`config.mk`:
```
export PLATFORM = sky130hd
export DESIGN_NAME = ahb_rom_bank_ctrl
export DESIGN_NICKNAME = d
export VERILOG_FILES = /design/src/rtl/ahb_rom_bank_ctrl.sv
export SDC_FILE = /design/constraint.sdc
export NUM_CORES = 1
export LEC_CHECK = 0
export BUFFER_PORTS_ARGS = -buffer_cell sky130_fd_sc_hd__clkbuf_2
export CAP_MARGIN = 20
export CORE_AREA = 3 3 95 97
export CTS_BUF_LIST = sky130_fd_sc_hd__clkbuf_16
export DETAILED_ROUTE_END_ITERATION = 7
export DIE_AREA = 0 0 98 100
export PLACE_DENSITY = 0.55
export SYNTH_ARGS = -nofsm -noshare
export SYNTH_HDL_FRONTEND = slang
export SYNTH_SLANG_ARGS = --single-unit
```
`constraint.sdc`:
```
create_clock -name HCLK -period 4 [get_ports HCLK]
set_input_delay 1.2 -clock HCLK [delete_from_list [all_inputs] [get_ports HCLK]]
set_output_delay 1.2 -clock HCLK [all_outputs]
set_load 0.01 [all_outputs]
```
`src/rtl/ahb_rom_bank_ctrl.sv`:
```
// AHB-Lite read-only slave fronting four 512x32 ROM banks (8 KB program ROM).
// Latency: data returned 1 + WAIT_STATES cycles after the address phase; back-to-back at 1/cycle.
// Backpressure: HREADYOUT held low for WAIT_STATES cycles per read and for the first ERROR cycle.
// Ports: AHB-Lite slave side (HCLK/HRESETn, HSEL, HREADY, HADDR, HTRANS, HWRITE, HSIZE, HWDATA,
//        HREADYOUT, HRESP, HRDATA); ROM side (ROM_EN one-hot bank enable, ROM_AD shared word
//        address, ROM_DO0..3 bank data, valid the cycle after the enable is sampled).
module ahb_rom_bank_ctrl #(
    parameter int unsigned WAIT_STATES  = 0,
    parameter bit          ERR_ON_WRITE = 1'b1
) (
    input  logic        HCLK,
    input  logic        HRESETn,
    input  logic        HSEL,
    input  logic        HREADY,
    input  logic [31:0] HADDR,
    input  logic [1:0]  HTRANS,
    input  logic        HWRITE,
    input  logic [2:0]  HSIZE,
    input  logic [31:0] HWDATA,
    output logic        HREADYOUT,
    output logic        HRESP,
    output logic [31:0] HRDATA,
    output logic [3:0]  ROM_EN,
    output logic [8:0]  ROM_AD,
    input  logic [31:0] ROM_DO0,
    input  logic [31:0] ROM_DO1,
    input  logic [31:0] ROM_DO2,
    input  logic [31:0] ROM_DO3
);

    typedef enum logic [1:0] {
        ST_IDLE = 2'd0,
        ST_RD   = 2'd1,
        ST_ERR1 = 2'd2,
        ST_ERR2 = 2'd3
    } state_t;

    localparam logic [2:0] WS = 3'(WAIT_STATES);

    state_t     state_q, state_d;
    logic [1:0] bank_q, bank_d;
    logic [2:0] wcnt_q, wcnt_d;

    logic       accept;
    logic       rd_go;
    logic       wr_err;

    // Size, write data and the untranslated address bits carry no meaning for a word ROM.
    logic unused_ok;
    assign unused_ok = ^{HSIZE, HWDATA, HADDR[31:13], HADDR[1:0], HTRANS[0]};

    assign accept = HSEL & HREADY & HTRANS[1];
    // HREADYOUT gating keeps the enable to a single cycle even if HREADY is mis-driven
    // while this slave is stalling; on a legal bus it is redundant with HREADY.
    assign rd_go  = accept & ~HWRITE & HREADYOUT;
    assign wr_err = accept & HWRITE & ERR_ON_WRITE;

    // ROM address phase
    always_comb begin
        ROM_EN = 4'b0000;
        ROM_AD = 9'h000;
        if (accept) begin
            ROM_AD = HADDR[10:2];
        end
        if (rd_go) begin
            ROM_EN[HADDR[12:11]] = 1'b1;
        end
    end

    // State register
    always_ff @(posedge HCLK or negedge HRESETn) begin
        if (!HRESETn) begin
            state_q <= ST_IDLE;
            bank_q  <= 2'd0;
            wcnt_q  <= 3'd0;
        end else begin
            state_q <= state_d;
            bank_q  <= bank_d;
            wcnt_q  <= wcnt_d;
        end
    end

    // Next state: a new transfer is only taken in a cycle that completes the previous one.
    always_comb begin
        state_d = state_q;
        bank_d  = bank_q;
        wcnt_d  = wcnt_q;
        if (state_q == ST_ERR1) begin
            state_d = ST_ERR2;
        end else if (state_q == ST_RD && wcnt_q != 3'd0) begin
            wcnt_d = wcnt_q - 3'd1;
        end else if (rd_go) begin
            state_d = ST_RD;
            bank_d  = HADDR[12:11];
            wcnt_d  = WS;
        end else if (wr_err) begin
            state_d = ST_ERR1;
        end else begin
            state_d = ST_IDLE;
        end
    end

    // Outputs
    always_comb begin
        HREADYOUT = 1'b1;
        HRESP     = 1'b0;
        HRDATA    = 32'h0;
        case (state_q)
            ST_RD: begin
                HREADYOUT = (wcnt_q == 3'd0);
                case (bank_q)
                    2'd0:    HRDATA = ROM_DO0;
                    2'd1:    HRDATA = ROM_DO1;
                    2'd2:    HRDATA = ROM_DO2;
                    default: HRDATA = ROM_DO3;
                endcase
            end
            ST_ERR1: begin
                HREADYOUT = 1'b0;
                HRESP     = 1'b1;
            end
            ST_ERR2: begin
                HRESP     = 1'b1;
            end
            default: begin
                HREADYOUT = 1'b1;
            end
        endcase
    end

endmodule

```
==> results.ini <==
[run_status]
outcome = complete, no violations

[route]
vias = 1823
wl_um = 6250
postRouteAntennaNets = 0
drc = 0
drt_pre_antenna_iters = 6
wl_per_cell_um = 14.9
dr.first_iter.drc_count = 28
via_per_inst = 4.35

[global_route]
antenna_found_initial = 1
grt_pass1_vias = 1928
grt_pass1_wl_um = 9530
grt_max_degree = 39
grt_use_total = 0.121
globalRouteOverflowTotal = 0

[die]
initial_core_util = 0.182
ios = 249
num_rows = 33
core_area_um2 = 8220
die_area_um2 = 9800
die_h_um = 100
fp.dieW_um = 98

[clock_network]
postCtsHoldBufs = 0
cts_root_buf = clkbuf_16
numCtsBuffers = 3
cts.sinks = 7
cts_tree = done
cts-htree-levels = 1
cts_setup_buffers = 0
clock_latency_ns = 0.23
cts.clk_slew.worst_paths_ns = 0.04
cts_buffer_depth = 2
cts_resized = 0

[final_layout]
fill_cells = 898
fin_util = 0.317
area_growth_pct = 74.3
seqCellArea_um2 = 176
final_nets = 519
drive_above_1_share = 0.739
n_antenna_cell = 0
multiInputGateArea_um2 = 1220

[timing]
setup_tns_ns = 0
slew_headroom = 0.521
fmax_mhz = 279
post-route-period-util = 0.896
maxSlewViolCount = 0
rsz0062_at_grt = false
worstMarginPinSlew_ns = 0.719
setup_ws_ns = 0.414
fin_crit_ns = 3.59
setup_viol = 0
hold_viol_final = 0
skew_ns = 0.00120
worst_hold_slack_ns = 0.480

[worst_setup_path]
path_max_fanout = 4
critPathArrivalTime_ns = 2.39
worst-setup-path-type = in2out
startpoint_type = primary input
cp.required_ns = 2.80
crit_path_end_kind = primary output

[synthesis]
synthCells = 129
async_flop_share = 1.00
synthesis.nets = 333
ys.flop_type = dfrtp_1
synth_top_area_cell = mux4_2
synth_compound_area_frac = 0.0503
avgSynthCellArea_um2 = 11.6
yosys_warnings = 0
synthAdderAreaFrac = 0.0168
synth.most_common_cell = and2_1
synth_edf_count = 0
synth_area_um2 = 1490
yosys.area.top_type_share = 0.437
synth_top_family_by_area = multiplexers
seq_area_frac_synth = 0.117
synthSimpleGateAreaFrac = 0.242
synth.distinct_cells = 26
synthMuxAreaShare = 0.505
synthTopCellsByArea = mux4_2 (44%), and2_1 (18%), dfrtp_1 (12%), mux4_1 (5.3%), buf_6 (3.0%)
synthTopCellsByCount = and2_1 (43), mux4_2 (29), dfrtp_1 (7), clkbuf_1 (6)
ys_ff_latch = 7
synthXorXnorAreaFrac = 0

[pwr]
swShare = 0.404
power.internal_mw = 0.820
ir_drop_mv = 0.294
pwr-share-comb = 0.744
powerDensity_nw_per_um2 = 528
p_leak_nw = 1.39
clkPwrFrac = 0.122
switching_power_mw = 0.555
pwr-share-seq = 0.134

[placed_design]
globalplace.congestion = 0.778
dp_worst_setup_slack_ns = 0.425
portBuffers = 191
dp_hpwl_um = 5540

[run]
max_cap_violations = 0

[worst_hold_path]
hp-class = reg2reg

[critical path: stages]
cell,delay (ns)
clkbuf_2,0.09
nand4b_1,0.29
a2111oi_1,0.49
and2_1,0.19
clkbuf_2,0.13
[state kept, by name, summed over array words and instances (netlist names)]
register	flops
state_q	2
bank_q	2
wcnt_q	3
[placed cells by master (no fill, tap or decap), drive strengths merged, types with 2 or more instances in the layout]
| master | Yosys | routed |
|---|---|---|
| nor2b | 2 | 2 |
| buf | 8 | 4 |
| mux2 | 2 | 2 |
| a21oi | 2 | 2 |
| and2 | 43 | 43 |
| nand2b | 3 | 3 |
| mux4 | 32 | 32 |
| a31oi | 2 | 2 |
| clkbuf | 6 | 194 |
| dfrtp | 7 | 7 |
| inv | 4 | 5 |
| and3 | 3 | 3 |
| nor2 | 3 | 3 |
| nand2 | 2 | 2 |
| ha | 2 | 2 |
[path summary, 6_finish.rpt]
check | from | end | slack (ns) | cells past startpoint
max in group asynchronous | HRESETn | bank_q[0]$_DFFE_PN0P_ | 3.02 | 1
setup / recovery | HWRITE | ROM_EN[3] | 0.41 | 5
setup reg to reg | wcnt_q[1]$_DFFE_PN0P_ | bank_q[0]$_DFFE_PN0P_ | 2.32 | 5
min in group asynchronous | HRESETn | state_q[1]$_DFFE_PN0P_ | 0.80 | 1
hold reg to reg | wcnt_q[0]$_DFFE_PN0P_ | wcnt_q[0]$_DFFE_PN0P_ | 0.48 | 1
hold / removal | wcnt_q[0]$_DFFE_PN0P_ | wcnt_q[0]$_DFFE_PN0P_ | 0.48 | 1
[per-stage QoR]
stage,area (µm²),std cells,power [mW]
after global placement,2520,415,1.22
after CTS,2600,419,1.40
after floorplan,1490,129,0.937
after global routing,2600,419,1.50
final,2600,419,1.38
after detailed placement,2520,415,1.23
[area by class of cell]
class / instances / area share
sequential: 7 / 0.0678
multi-input combinational: 104 / 0.467
inverter: 4 / 0.00577
clock inverter: 1 / 0.00144
timing repair buffer: 195 / 0.379
tap: 105 / 0.0505
clock buffer: 3 / 0.0288
[per-layer routing]
metal | GRT usage | vias to the layer above | share of wire
li1 | - | 867 | -
met1 | 0.136 | 827 | 0.35
met2 | 0.231 | 123 | 0.52
met3 | 0.0396 | 4 | 0.13
met4 | 0.0128 | 2 | 0.0032
met5 | 0 | - | 0.0027
[kinds of logic after synthesis]
kind of cell	after synthesis
AOI/OAI and AO/OA	9
adders and majority gates	2
buffers and inverters	18
DFF	7
muxes	34
and+or+nand+nor	59
[power groups by stage]
stage / clock network, mW / logic [mW] / registers [mW]
2_1_floorplan: 0 / 0.816 / 0.121
3_3_place_gp: 0 / 1.03 / 0.194
3_5_place_dp: 0 / 1.04 / 0.193
4_1_cts: 0.169 / 1.04 / 0.192
5_1_grt: 0.174 / 1.12 / 0.206
6_report: 0.168 / 1.02 / 0.185
No activity file was read; power rests on OpenSTA's default activity.
